`config.mk`:
```
export PLATFORM = sky130hd
export DESIGN_NAME = qpu_exu_msrfile_flat
export DESIGN_NICKNAME = d
export VERILOG_FILES = /design/src/rtl/qpu_exu_msrfile_if.sv /design/src/rtl/qpu_exu_msrfile.sv /design/src/flat_wrapper.sv
export SDC_FILE = /design/constraint.sdc
export NUM_CORES = 1
export LEC_CHECK = 0
export ABC_AREA = 1
export CORE_MARGIN = 8
export CORE_UTILIZATION = 59
export CTS_BUF_LIST = sky130_fd_sc_hd__clkbuf_8
export CTS_CLUSTER_SIZE = 12
export DETAILED_ROUTE_END_ITERATION = 10
export HOLD_SLACK_MARGIN = 0.12
export PLACE_DENSITY = 0.86
export REMOVE_ABC_BUFFERS = 1
export SYNTH_ARGS = -nofsm -noshare
export SYNTH_HDL_FRONTEND = slang
export SYNTH_SLANG_ARGS = --single-unit
```
`constraint.sdc`:
```
create_clock -name clk -period 2.3 [get_ports clk]
set_input_delay 0.23 -clock clk [delete_from_list [all_inputs] [get_ports clk]]
set_output_delay 0.23 -clock clk [all_outputs]
set_load 0.05 [all_outputs]
```
`src/rtl/qpu_exu_msrfile_if.sv`:
```
// qpu_exu_msrfile_if: single-qubit history read port (request handshake plus registered response).
interface qpu_exu_msrfile_if #(
   parameter int QIDX_W     = 4,
   parameter int HIST_IDX_W = 2
);
   logic                  rd_req_vld;
   logic                  rd_req_rdy;
   logic [QIDX_W-1:0]     rd_qubit_idx;
   logic [HIST_IDX_W-1:0] rd_hist_sel;
   logic                  rd_rsp_vld;
   logic                  rd_rsp_data;
   logic                  rd_rsp_err;
   modport master (
      output rd_req_vld, rd_qubit_idx, rd_hist_sel,
      input  rd_req_rdy, rd_rsp_vld, rd_rsp_data, rd_rsp_err
   );
   modport slave (
      input  rd_req_vld, rd_qubit_idx, rd_hist_sel,
      output rd_req_rdy, rd_rsp_vld, rd_rsp_data, rd_rsp_err
   );
endinterface

```
`src/rtl/qpu_exu_msrfile.sv`:
```
// qpu_exu_msrfile: per-qubit circular measurement history with pending tracking, feedback flags and a read port.
module qpu_exu_msrfile #(
   parameter int QUBIT_NUM  = 12,
   parameter int QIDX_W     = 4,
   parameter int HIST_DEPTH = 4,
   parameter int HIST_IDX_W = 2
) (
   input  logic                 clk,
   input  logic                 rst_n,
   input  logic                 meas_issue_vld,
   input  logic [QUBIT_NUM-1:0] meas_issue_list,
   input  logic                 mcu_measure_i_wen,
   input  logic [QUBIT_NUM-1:0] mcu_measure_i_list,
   input  logic [QUBIT_NUM-1:0] mcu_measure_i_data,
   input  logic                 hist_clr,
   qpu_exu_msrfile_if.slave     rd,
   output logic [QUBIT_NUM-1:0] qubit_measure_pend,
   output logic [QUBIT_NUM-1:0] qubit_measure_zero,
   output logic [QUBIT_NUM-1:0] qubit_measure_one,
   output logic [QUBIT_NUM-1:0] qubit_measure_equ
);
   localparam logic [HIST_IDX_W:0] FULL = (HIST_IDX_W+1)'(HIST_DEPTH);
   localparam logic [QIDX_W:0]     QN   = (QIDX_W+1)'(QUBIT_NUM);
   logic [HIST_DEPTH-1:0] hist [QUBIT_NUM];
   logic [HIST_IDX_W-1:0] wptr [QUBIT_NUM];
   logic [HIST_IDX_W:0]   cnt  [QUBIT_NUM];
   logic [QUBIT_NUM-1:0]  pend;
   logic [QUBIT_NUM-1:0]  wr;
   assign wr = mcu_measure_i_wen ? mcu_measure_i_list : '0;
   // A same-cycle issue re-arms pend after the write clears it.
   always_ff @(posedge clk or negedge rst_n) begin
      if (!rst_n) begin
         pend <= '0;
         for (int k = 0; k < QUBIT_NUM; k++) begin
            hist[k] <= '0;
            wptr[k] <= '0;
            cnt[k]  <= '0;
         end
      end else if (hist_clr) begin
         pend <= '0;
         for (int k = 0; k < QUBIT_NUM; k++) begin
            hist[k] <= '0;
            wptr[k] <= '0;
            cnt[k]  <= '0;
         end
      end else begin
         pend <= (meas_issue_vld ? meas_issue_list : '0) | (pend & ~wr);
         for (int k = 0; k < QUBIT_NUM; k++) begin
            if (wr[k]) begin
               hist[k][wptr[k]] <= mcu_measure_i_data[k];
               wptr[k]          <= wptr[k] + 1'b1;
               cnt[k]           <= cnt[k] == FULL ? cnt[k] : cnt[k] + 1'b1;
            end
         end
      end
   end
   assign qubit_measure_pend = pend;
   for (genvar g = 0; g < QUBIT_NUM; g++) begin : g_flag
      logic [HIST_IDX_W-1:0] lp, pp;
      logic                  live;
      assign lp   = wptr[g] - HIST_IDX_W'(1);
      assign pp   = wptr[g] - HIST_IDX_W'(2);
      assign live = ~pend[g] & (cnt[g] != '0);
      assign qubit_measure_zero[g] = live & ~hist[g][lp];
      assign qubit_measure_one[g]  = live & hist[g][lp];
      assign qubit_measure_equ[g]  = ~pend[g] & (cnt[g] >= (HIST_IDX_W+1)'(2)) & (hist[g][lp] == hist[g][pp]);
   end
   logic                  idx_ok, sel_ok, rdy, acc;
   logic [QIDX_W-1:0]     qi;
   logic [HIST_IDX_W-1:0] rp;
   always_comb begin
      idx_ok = {1'b0, rd.rd_qubit_idx} < QN;
      qi     = idx_ok ? rd.rd_qubit_idx : '0;
      sel_ok = {1'b0, rd.rd_hist_sel} < cnt[qi];
      rp     = wptr[qi] - HIST_IDX_W'(1) - rd.rd_hist_sel;
      rdy    = ~idx_ok | ~pend[qi];
      acc    = rd.rd_req_vld & rdy & ~hist_clr;
   end
   assign rd.rd_req_rdy = rdy;
   // Response samples the pre-write history of the accept cycle.
   always_ff @(posedge clk or negedge rst_n) begin
      if (!rst_n) begin
         rd.rd_rsp_vld  <= 1'b0;
         rd.rd_rsp_err  <= 1'b0;
         rd.rd_rsp_data <= 1'b0;
      end else begin
         rd.rd_rsp_vld  <= acc;
         rd.rd_rsp_err  <= acc & ~(idx_ok & sel_ok);
         rd.rd_rsp_data <= acc & idx_ok & sel_ok & hist[qi][rp];
      end
   end
endmodule
```
`src/flat_wrapper.sv`:
```
// flat-port wrapper written by rule: the top's interface ports become plain ports
module qpu_exu_msrfile_flat 
#(
   parameter int QUBIT_NUM  = 12,
   parameter int QIDX_W     = 4,
   parameter int HIST_DEPTH = 4,
   parameter int HIST_IDX_W = 2
)
  (clk, rst_n, meas_issue_vld, meas_issue_list, mcu_measure_i_wen, mcu_measure_i_list, mcu_measure_i_data, hist_clr, qubit_measure_pend, qubit_measure_zero, qubit_measure_one, qubit_measure_equ, rd_rd_req_vld, rd_rd_qubit_idx, rd_rd_hist_sel, rd_rd_req_rdy, rd_rd_rsp_vld, rd_rd_rsp_data, rd_rd_rsp_err);
  qpu_exu_msrfile_if #(.QIDX_W(QIDX_W), .HIST_IDX_W(HIST_IDX_W)) rd_i ();
  input  logic clk;
  input  logic rst_n;
  input  logic meas_issue_vld;
  input  logic [QUBIT_NUM-1:0] meas_issue_list;
  input  logic mcu_measure_i_wen;
  input  logic [QUBIT_NUM-1:0] mcu_measure_i_list;
  input  logic [QUBIT_NUM-1:0] mcu_measure_i_data;
  input  logic hist_clr;
  output logic [QUBIT_NUM-1:0] qubit_measure_pend;
  output logic [QUBIT_NUM-1:0] qubit_measure_zero;
  output logic [QUBIT_NUM-1:0] qubit_measure_one;
  output logic [QUBIT_NUM-1:0] qubit_measure_equ;
  input wire logic [$bits(rd_i.rd_req_vld)-1:0] rd_rd_req_vld;
  input wire logic [$bits(rd_i.rd_qubit_idx)-1:0] rd_rd_qubit_idx;
  input wire logic [$bits(rd_i.rd_hist_sel)-1:0] rd_rd_hist_sel;
  output wire logic [$bits(rd_i.rd_req_rdy)-1:0] rd_rd_req_rdy;
  output wire logic [$bits(rd_i.rd_rsp_vld)-1:0] rd_rd_rsp_vld;
  output wire logic [$bits(rd_i.rd_rsp_data)-1:0] rd_rd_rsp_data;
  output wire logic [$bits(rd_i.rd_rsp_err)-1:0] rd_rd_rsp_err;
  assign rd_i.rd_req_vld = rd_rd_req_vld;
  assign rd_i.rd_qubit_idx = rd_rd_qubit_idx;
  assign rd_i.rd_hist_sel = rd_rd_hist_sel;
  assign rd_rd_req_rdy = rd_i.rd_req_rdy;
  assign rd_rd_rsp_vld = rd_i.rd_rsp_vld;
  assign rd_rd_rsp_data = rd_i.rd_rsp_data;
  assign rd_rd_rsp_err = rd_i.rd_rsp_err;
  qpu_exu_msrfile #(.QUBIT_NUM(QUBIT_NUM), .QIDX_W(QIDX_W), .HIST_DEPTH(HIST_DEPTH), .HIST_IDX_W(HIST_IDX_W)) u_core (.clk(clk), .rst_n(rst_n), .meas_issue_vld(meas_issue_vld), .meas_issue_list(meas_issue_list), .mcu_measure_i_wen(mcu_measure_i_wen), .mcu_measure_i_list(mcu_measure_i_list), .mcu_measure_i_data(mcu_measure_i_data), .hist_clr(hist_clr), .rd(rd_i), .qubit_measure_pend(qubit_measure_pend), .qubit_measure_zero(qubit_measure_zero), .qubit_measure_one(qubit_measure_one), .qubit_measure_equ(qubit_measure_equ));
endmodule
```
# Yosys cells after proc, flatten, opt, wreduce, memory -nomap -nowiden
# Cells that the tools add are included.
[word_totals]
out_inout_bits = 52
regBits = 123
elab_cells = 491
inputBits = 48
[classes]
addsub = 50
muxes = 152
n_lt_le_gt_ge = 65
bitwise_logic = 100
n_reduce_logical = 48
n_eq_ne = 36
[op_table]
columns = ["operator", "n"]
rows = [
  ["$lt 2x3->1 const B", 37],
  ["$mux 3", 26],
  ["$and 1x1->1", 67],
  ["$mux 4", 15],
  ["$bmux 1 s2", 25],
  ["$bwmux 4", 12],
  ["$mux 48", 1],
  ["$mux 1", 38],
  ["$add 3x1->3 const B", 12],
  ["$eq 3x3->1 const B", 12],
  ["$ge 3x2->1 const B", 12],
  ["$mux 12", 3],
  ["$mux 36", 1],
  ["$reduce_bool 3->1", 12],
  ["$mux 2", 14],
  ["$not 1->1", 28],
  ["$sub 2x1->2 const B", 13],
  ["$add 2x1->2 const B", 12],
  ["$demux 1 s2", 12],
  ["$ge 2x1->1 const B", 12],
  ["$mux 24", 1],
  ["$ne 2x2->1 const B", 12],
  ["$reduce_and 2->1", 12],
  ["$reduce_bool 2->1", 12],
  ["17 further kinds", 50],
]

# Logic depth before layout (Yosys ltp)
# Gate-level depths: netlist of run 1.
[logic_depth]
word_depth = 11
mapped_depth = 18
mapped_depth_nobuf = 16

# Worst setup path before layout of run 1
# Ideal clock, no wire load.
[synth_path]
path_kind = "reg2out"
from = "register u_core.wptr[2] (netlist name)"
to = "output qubit_measure_equ[10]"
required_ps = 2070
n_path_buf = 0
path_stages_with_launch = 8
slack_ps = -417
arrival_time_ps = 2487
path_cell_list = "dfrtp_1 inv_1 ha_1 inv_1 a21oi_1 a32oi_1 xor2_1 a211oi_1"
[synth_between]
elab_chain_len = 5
word_cells_on_any_way = 8
classes_between = "add/sub: 2; eq/ne: 1; mux: 4; bitwise: 1"
[synth_lines]
columns = ["element", "line_no", "rtl"]
rows = [
  ["start: declaration", "qpu_exu_msrfile.sv:25", "logic [HIST_IDX_W-1:0] wptr [QUBIT_NUM];"],
  ["start signal: indexed assignment", "qpu_exu_msrfile.sv:51", "wptr[k] <= wptr[k] + 1'b1;"],
  ["$sub 2x1->2 or $sub 2x2->2 (tied branches)", "qpu_exu_msrfile.sv:61, qpu_exu_msrfile.sv:62", ""],
  ["$bmux 1 s2", "qpu_exu_msrfile.sv:66", "assign qubit_measure_equ[g] = ~pend[g] & (cnt[g] >= (HIST_IDX_W+1)'(2)) & (hist[g][lp] == hist[g][pp]);"],
  ["$mux 1 (implied by the code)", "qpu_exu_msrfile.sv:66", ""],
  ["$eq 1x1->1 (*)", "qpu_exu_msrfile.sv:66", ""],
  ["$and 1x1->1 (*)", "qpu_exu_msrfile.sv:66", ""],
  ["end: declaration", "flat_wrapper.sv:22", "output logic [QUBIT_NUM-1:0] qubit_measure_equ;"],
]
# Every way passes the cells marked *; elsewhere a longest branch is shown, timed or not. The select of a mux whose other input is x is not followed.

# Worst setup path after layout of run 1
[layout_path]
from = "register u_core.cnt[28] (netlist name)"
to = "output qubit_measure_one[2]"
[layout_between]
elab_chain_len = 3
[layout_lines]
columns = ["element", "line_no", "rtl"]
rows = [
  ["start: declaration", "qpu_exu_msrfile.sv:26", "logic [HIST_IDX_W:0] cnt [QUBIT_NUM];"],
  ["start signal: indexed assignment", "qpu_exu_msrfile.sv:52", "cnt[k] <= cnt[k] == FULL ? cnt[k] : cnt[k] + 1'b1;"],
  ["$reduce_bool 3->1", "qpu_exu_msrfile.sv:63", "assign live = ~pend[g] & (cnt[g] != '0);"],
  ["$and 1x1->1", "qpu_exu_msrfile.sv:63", ""],
  ["$and 1x1->1", "qpu_exu_msrfile.sv:65", "assign qubit_measure_one[g] = live & hist[g][lp];"],
  ["end: declaration", "flat_wrapper.sv:21", "output logic [QUBIT_NUM-1:0] qubit_measure_one;"],
]
# Every way passes these cells.

==> results.md, run 1 <==
* FFs w/ async S/R, synth at 100%
* FMAX at 388 MHz
* Final Skew at 0.0216 ns
* Clk slew on worst S/H paths at 0.09 ns
* Final hold violation count at 0
* Pre-antenna DRT Iters at 8
* 1st-iter DRT viols at 1508
* Worst Setup End Kind: output pin
* WS Path Type: register to output pin
* Syn-to-layout area delta at 39.3%
* Yosys top cell area share at 35.0%
* Top delay family on crit path: compound AO/OA/AOI/OAI gates
* Global Route Usage Sum at 30.8%
* Pin count of the biggest net entering global routing at 60
* Setup crit start kind: register
* Drt via density at 6.44
* CTS Buf Count at 17
* CP dominant cell by count: inv_1
* Gp weighted congestion at 0.957
* Setup violators final at 12
* Buf/Inv on CP at 3
* N_diodes at 0
* Synth cell types at 32
* H-tree depth at 4
* Seq/Total Area, Yosys at 35.0%
* Setup ws final at -0.275 ns
* Most used flip-flop cell after synthesis: dfrtp_1
* Hold Crit Class: input pin to asynchronous set/reset pin
* CP max FO at 3
* Maxcap violations at 0
* Minimum clock period at 2.58 ns
* Metal-1 WL at 11900 um
* Failing checks: negative setup slack
* Clock Sinks at 123
* Met3 wire length at 3580 um
* Vias in the first global route at 9799
* Clk root buf: clkbuf_8
* DR vias at 10210
* Syn Inst Count at 1184
* Fin util at 84.3%
* Syn avg cell area at 7.43 um^2
* DRT antenna net count at 0
* Ys Warns at 0
* Clock Latency Late Sink at 0.49 ns
* Number of synthesized flops with an enable pin at 0
* Number of synthesized register bits at 123
* Top Metal Used: met4
* PortBufs at 99
* Layout filler cell count at 763
* Row cnt at 44
* RSZ-0062 raised after global routing: true
* Mapped Area at 8800 um^2
* Total gr overflow at 0
* Slowest stage cell, crit path: o21ai_0
* Power per cell area at 610 nW/um^2
* Drt drc at 0
* Post-synth top area cell: dfrtp_1
* Share of cells above drive strength 1 at 25.0%
* Static leakage at 5.68 nW
* Max-slew headroom at 41.7%
* Met2 wire len at 15500 um
* WL final at 33000 um
* Layout Cells excl Fill at 1586
* Top post-synthesis cells by area: dfrtp_1 35%, ha_1 11%, nand2_1 8.4%, nand3_1 8.4%, inv_1 7.4%
* DP HPWL at 18900 um
* DIE AREA at 19100 um^2
* Max-slew violation count at 0
* Status: finished, violations left
* Total core area at 14500 um^2
* Fin Hold WS at 0.183 ns
* Arr. time, crit path at 2.35 ns
* Placed insts at 1483
* Clk buf depth at 2
* Worst R2R Setup Slack at 0.05 ns
* First-pass GRT wire length at 49100 um
* Tcrit/Tclk final at 112%
* Worst endpoint required time at 2.07 ns
* Die extent in y at 138 um
* TritonCTS clock tree: done
* Antenna violations before repair at 0
* WL/cell at 20.8 um
* Worst VDD drop at 0.601 mV
* Starting density of the core at 60.5%
* Die width at 138 um
* Critical path, cell by cell: inv_1, ha_1, inv_1, o21ai_0, nor2_1, buf_12
* Top Ports at 100
* Slowest stage delay, CP at 0.68 ns
* Slew at the pin closest to its max-slew limit at 0.865 ns
* Nets at 1512
-- per-layer routing --
layer  GRT usage [%]  up-vias
li1                -     4405
met1            37.2     4748
met2            50.1      815
met3            7.53      242
met4            15.8        0
met5               0        -
-- path summary, 6_finish.rpt --
kind                       cells after the start                               to                       start
max                                            6             qubit_measure_one[2]  u_core.cnt[28]$_DFFE_PN0P_
min                                            2       u_core.cnt[34]$_DFFE_PN0P_                       rst_n
max reg2reg                                   16  u_core.rd.rd_rsp_data$_DFF_PN0_  u_core.wptr[0]$_DFFE_PN0P_
min reg2reg                                    2       u_core.cnt[14]$_DFFE_PN0P_  u_core.cnt[14]$_DFFE_PN0P_
max in group asynchronous                      3  u_core.rd.rd_rsp_data$_DFF_PN0_                       rst_n
min in group clk                               2       u_core.hist[0]$_DFFE_PN0P_                    hist_clr
-- cell type report --
cell class | count | area (um^2) | share of cell area (%)
flip-flops and latches | 123 | 3080 | 25.2
repair buffers | 224 | 2450 | 20.0
multi-input cells | 846 | 5440 | 44.4
inverters | 177 | 698 | 5.70
well taps | 184 | 230 | 1.88
clock buffers | 20 | 275 | 2.25
clock inverters | 12 | 82.6 | 0.674
-- state kept, by name, summed over array words and instances (netlist names) --
name                       flops
u_core.rd.rd_rsp_err           1
u_core.rd.rd_rsp_data          1
u_core.cnt                    36
u_core.rd.rd_rsp_vld           1
u_core.wptr                   24
u_core.hist                   48
u_core.qubit_measure_pend     12
-- logic make-up (layout without fill, tap and decap cells) --
family,Yosys count,count (layout),synth area share [%]
buffers and inverters,215,433,10.1
adder cells (fa/ha/maj),75,75,10.7
AND/OR/NAND/NOR,471,471,23.5
flip-flops,123,123,35.0
AO/OA/AOI/OAI,287,287,19.5
XOR/XNOR,13,13,1.29
-- timing repair --
| action | 4_1_cts | 5_1_grt |
|---|---|---|
| endpoints found under the setup margin | 31 | 30 |
| hold endpoints to repair | 123 | 0 |
| gates resized for setup | 113 | 94 |
| hold buffers | 1 | 0 |
| pin swaps | 35 | 51 |
| setup buffers | 58 | 12 |
-- stage by stage --
| stage | setup slack (ns) | cell area (um^2) | power [mW] | setup TNS, ns |
|---|---|---|---|---|
| 2_1_floorplan | -0.417 | 8570 | 3.91 | -3.46 |
| 3_3_place_gp | -0.0982 | 10600 | 5.01 | -0.0982 |
| 3_5_place_dp | -0.230 | 10600 | 5.08 | -0.287 |
| 4_1_cts | -0.0614 | 11800 | 7.09 | -0.217 |
| 5_1_grt | -0.381 | 12300 | 7.75 | -2.20 |
| 6_report | -0.275 | 12300 | 7.47 | -1.28 |
-- cell usage after synthesis, types with 6 or more instances --
cell type and number:
dfrtp_1 123, clkbuf_1 11, nand3_1 147, ha_1 75, o22ai_1 9, a21oi_1 99, xor2_1 8, nor2_1 88
a311oi_1 48, buf_1 6, a211oi_1 7, buf_2 13, or2_2 28, nand2_1 197, a32oi_1 12, o21ai_0 104
inv_1 174
-- cell usage in the layout, fill, tap and decap left out, drive strengths merged, types with 5 or more instances in the layout --
cell type / count
a311oi: 48
o211ai: 6
buf: 160
nand2: 201
o22ai: 9
a21oi: 99
a211oi: 7
nand3: 148
o21ai: 105
clkinv: 6
clkbuf: 24
xnor2: 5
ha: 75
dfrtp: 123
a32oi: 12
xor2: 8
inv: 180
or2: 28
clkdlybuf4s50: 59
nor2: 91
-- worst reg2reg max path: stages, from the launching register on --
cell and delay [ns]:
dfrtp_1 0.40, inv_2 0.08, buf_6 0.12, buf_6 0.12, buf_6 0.12, o21ai_2 0.10, o22ai_1 0.09, a22o_1 0.24
a21oi_2 0.13, ha_2 0.21, xnor2_2 0.12, nand4_1 0.10, nand2_1 0.10, inv_1 0.04, nand2_1 0.05, nand2_1 0.06
nor2_1 0.09
-- report_power, final --
group / internal (mW) / total [mW] / switching, mW
logic: 1.31 / 3.13 / 1.82
registers: 2.32 / 2.52 / 0.193
clock network: 0.910 / 1.83 / 0.922
total: 4.54 / 7.47 / 2.93
No activity file was read; power rests on OpenSTA's default activity.
==> inputs of run 2 (changes only) <==
--- a/config.mk
+++ b/config.mk
@@ -11,6 +11,7 @@
 export CTS_BUF_LIST = sky130_fd_sc_hd__clkbuf_8
 export CTS_CLUSTER_SIZE = 12
 export DETAILED_ROUTE_END_ITERATION = 10
+export GPL_ROUTABILITY_DRIVEN = 0
 export HOLD_SLACK_MARGIN = 0.12
 export PLACE_DENSITY = 0.86
 export REMOVE_ABC_BUFFERS = 1
==> run 2 against run 1 <==
The run still ends with negative setup slack left. Routed wire length is 5.2% higher. Combinational power increased by 2%. First-iteration DRC count is 14% higher. Setup slack improved by 0.078 ns. Critical path depth increased by 3. Sequential power barely moved. Count of clock-buffer cells in the layout stayed put. Clock power is 17% higher. Fmax increased by 3.1%. Sequential share of layout area down 0.28 points. Largest power group unchanged. Highest routed layer unchanged.
==> results.md, run 2 (synthesized netlist as in run 1, its figures left out) <==
* Clock Power Share at 27.4% (+2.9 points)
* Clk buf depth at 2 (unchanged)
* WS Path Type: register to output pin
* Most frequent cells in the layout: 197 x nand2_1, 147 x nand3_1, 139 x inv_1
* Clk slew on worst S/H paths at 0.07 ns (-0.02 ns)
* Setup violators final at 12 (unchanged)
* Die extent in y at 138 um (unchanged)
* Drt drc at 0 (unchanged)
* Row cnt at 44 (unchanged)
* Hold Crit Class: input pin to register
* Critical path, cell by cell: inv_2, ha_4, inv_4, a21oi_4, a32oi_2, xor2_1, a211oi_2, buf_4, buf_12
* Setup TNS at -0.967 ns (+0.315 ns)
* Nets at 1522 (+0.66%)
* RSZ-0062 raised after global routing: true
* TritonCTS clock tree: done
* RR Endpoint: u_core.rd.rd_rsp_data$_DFF_PN0_
* Regs by FF count: u_core.hist: 48 flops, u_core.cnt: 36 flops, u_core.wptr: 24 flops
* Syn-to-layout area delta at 40.9%
* Static leakage at 5.76 nW (+1.5%)
* Arr. time, crit path at 2.27 ns (-0.08 ns)
* 1st-iter DRT viols at 1720 (+14%)
* Clock Latency Late Sink at 0.48 ns (about the same)
* Buf/Inv on CP at 4 (+1)
* WL final at 34700 um (+5.2%)
* Top Ports at 100 (unchanged)
* Max-slew violation count at 0 (unchanged)
* H-tree depth at 4 (unchanged)
* FMAX at 400 MHz (+3.1%)
* Hold Crit Depth at 3
* Starting density of the core at 60.5% (unchanged)
* Slew at the pin closest to its max-slew limit at 0.699 ns (-0.167 ns)
* Max-slew headroom at 53.4% (+12 points)
* Slowest stage delay, CP at 0.43 ns (-0.25 ns)
* CTS Buf Count at 17 (unchanged)
* Final Skew at 0.0123 ns (-0.00923 ns)
* Setup ws final at -0.197 ns (+0.0783 ns)
* R2r startpoint: u_core.wptr[0]$_DFFE_PN0P_
* Slowest stage cell, crit path: dfrtp_1
* Failing checks: negative setup slack
* Internal at 4.89 mW (+7.7%)
* DP HPWL at 18800 um (-0.67%)
* Worst endpoint required time at 2.07 ns (about the same)
* Hold endpoint: u_core.qubit_measure_pend[0]$_DFF_PN0_
* CP max FO at 4 (+1)
* Power per cell area at 635 nW/um^2 (+4.1%)
* Fin util at 85.3% (+0.96 points)
* Total gr overflow at 0 (unchanged)
* Clk root buf: clkbuf_8
* Share of cells above drive strength 1 at 26.2% (+1.1 points)
* WL/cell at 21.8 um (+4.6%)
* Clock Sinks at 123 (unchanged)
* Largest Register: u_core.hist
* Minimum clock period at 2.50 ns (-0.0783 ns)
* Switch share at 37.8% (-1.4 points)
* Critical Path Stages at 9 (+3)
* DRT antenna net count at 0 (unchanged)
* Final hold violation count at 0 (unchanged)
* Tcrit/Tclk final at 109% (-3.4 points)
* Max FFs per register at 48 (unchanged)
* Global Route Usage Sum at 32.4% (+1.6 points)
* Part of the power in registers at 32.1% (-1.6 points)
* Switch Pwr at 2.98 mW (+1.7%)
* Pre-antenna DRT Iters at 8 (unchanged)
* Total core area at 14500 um^2 (unchanged)
* Drt via density at 6.62 (+2.9%)
* Vias in the first global route at 10084 (+2.9%)
* PortBufs at 99 (unchanged)
* Die width at 138 um (unchanged)
* Maxcap violations at 0 (unchanged)
* Layout filler cell count at 742 (-2.8%)
* Setup crit start kind: register
* N_diodes at 0 (unchanged)
* Reg2reg path depth at 16 (unchanged)
* Worst Setup End Kind: output pin
* DR vias at 10562 (+3.4%)
* Commonest non-fill, non-tap cell in the layout: nand2_1
* Pin count of the biggest net entering global routing at 124 (+110%)
* Min-delay src: meas_issue_list[0]
* Worst VDD drop at 0.584 mV (-2.8%)
* Status: finished, violations left
* Top delay family on crit path: buffers and inverters
* Combinational share of power at 40.6% (-1.2 points)
* First-pass GRT wire length at 51300 um (+4.6%)
* Worst R2R Setup Slack at 0.03 ns (-0.02 ns)
* Antenna violations before repair at 0 (unchanged)
* DIE AREA at 19100 um^2 (unchanged)
==> run 2: changes by cell type in the layout (fill, tap and decap cells not counted), sizes merged <==
cell,before,now
clkbuf,24,23
dlygate4sd3,1,2
inv,180,179
clkinv,6,4
clkinvlp,2,1
buf,160,170
bufinv,1,4
==> run 2: how the worst max path moves through the flow <==
stage,start,end,slack [ns]
finish,u_core.wptr[5]$_DFFE_PN0P_,qubit_measure_equ[9],-0.20
global route,u_core.wptr[4]$_DFFE_PN0P_,qubit_measure_equ[9],-0.21
CTS,u_core.wptr[0]$_DFFE_PN0P_,qubit_measure_equ[11],-0.06
detailed placement,rd_rd_qubit_idx[2],u_core.rd.rd_rsp_data$_DFF_PN0_,-0.14
global placement,rd_rd_qubit_idx[2],u_core.rd.rd_rsp_data$_DFF_PN0_,-0.05
floorplan,u_core.wptr[2]$_DFFE_PN0P_,qubit_measure_equ[10],-0.42
==> run 2: per-layer routing <==
metal	wire length, um	GRT usage [%]	vias up
met2	16100	53.5	964
met1	12100	37.7	4886
li1	-	-	4421
met3	4060	7.71	291
met4	2540	18.9	0
met5	0	0	-
==> run 2: worst register-to-register path: stages (launching register included) <==
cell     delay, ns
dfrtp_1       0.40
inv_2         0.08
buf_6         0.12
buf_6         0.11
buf_6         0.11
o21ai_2       0.12
o22ai_2       0.10
a22o_1        0.25
a21oi_2       0.11
ha_2          0.20
xnor2_2       0.13
nand4_1       0.13
nand2_1       0.11
inv_1         0.04
nand2_1       0.05
nand2_1       0.04
nor2_1        0.09
==> run 2: layout make-up <==
cell class	instances	area [um^2]	share of cell area, %
Clock buffer	20	275	2.22
Clock inverter	11	151	1.22
Inverter	177	693	5.59
Multi-Input combinational cell	846	5500	44.4
Sequential cell	123	3080	24.9
Tap cell	184	230	1.86
Timing Repair Buffer	234	2460	19.9
==> run 2: what timing repair did <==
item | CTS | global route
hold buffers | 2 | 0
hold endpoints to repair | 127 | 0
pin swaps | 39 | 52
setup endpoints to repair | 34 | 31
buffers inserted | 71 | 9
resized for setup | 124 | 93
==> run 2: through the flow <==
step / power (mW) / std cells / cell area (um^2) / worst slack, ns / hold WS, ns
after floorplan: 3.91 / 1146 / 8570 / -0.417 / -0.0656
after global placement: 5.00 / 1484 / 10600 / -0.0518 / 0.391
after detailed placement: 5.07 / 1484 / 10600 / -0.142 / 0.392
after CTS: 7.45 / 1588 / 12000 / -0.0632 / 0.341
after global routing: 8.14 / 1595 / 12400 / -0.206 / 0.360
final: 7.87 / 1595 / 12400 / -0.197 / 0.337
==> run 2: power by group through the flow <==
stage	Sequential [mW]	Clock, mW	Combinational, mW
final	2.52	2.15	3.20
after global routing	2.53	2.23	3.38
after global placement	2.52	0	2.48
after CTS	2.49	2.11	2.85
after floorplan	2.55	0	1.36
after detailed placement	2.53	0	2.54
==> inputs of run 3 (changes only) <==
--- a/config.mk
+++ b/config.mk
@@ -6,6 +6,7 @@
 export NUM_CORES = 1
 export LEC_CHECK = 0
 export ABC_AREA = 1
+export CAP_MARGIN = 20
 export CORE_MARGIN = 8
 export CORE_UTILIZATION = 59
 export CTS_BUF_LIST = sky130_fd_sc_hd__clkbuf_8
==> results of run 3 <==
Same layout as run 2: the final DEF is identical, and so are final timing and power.
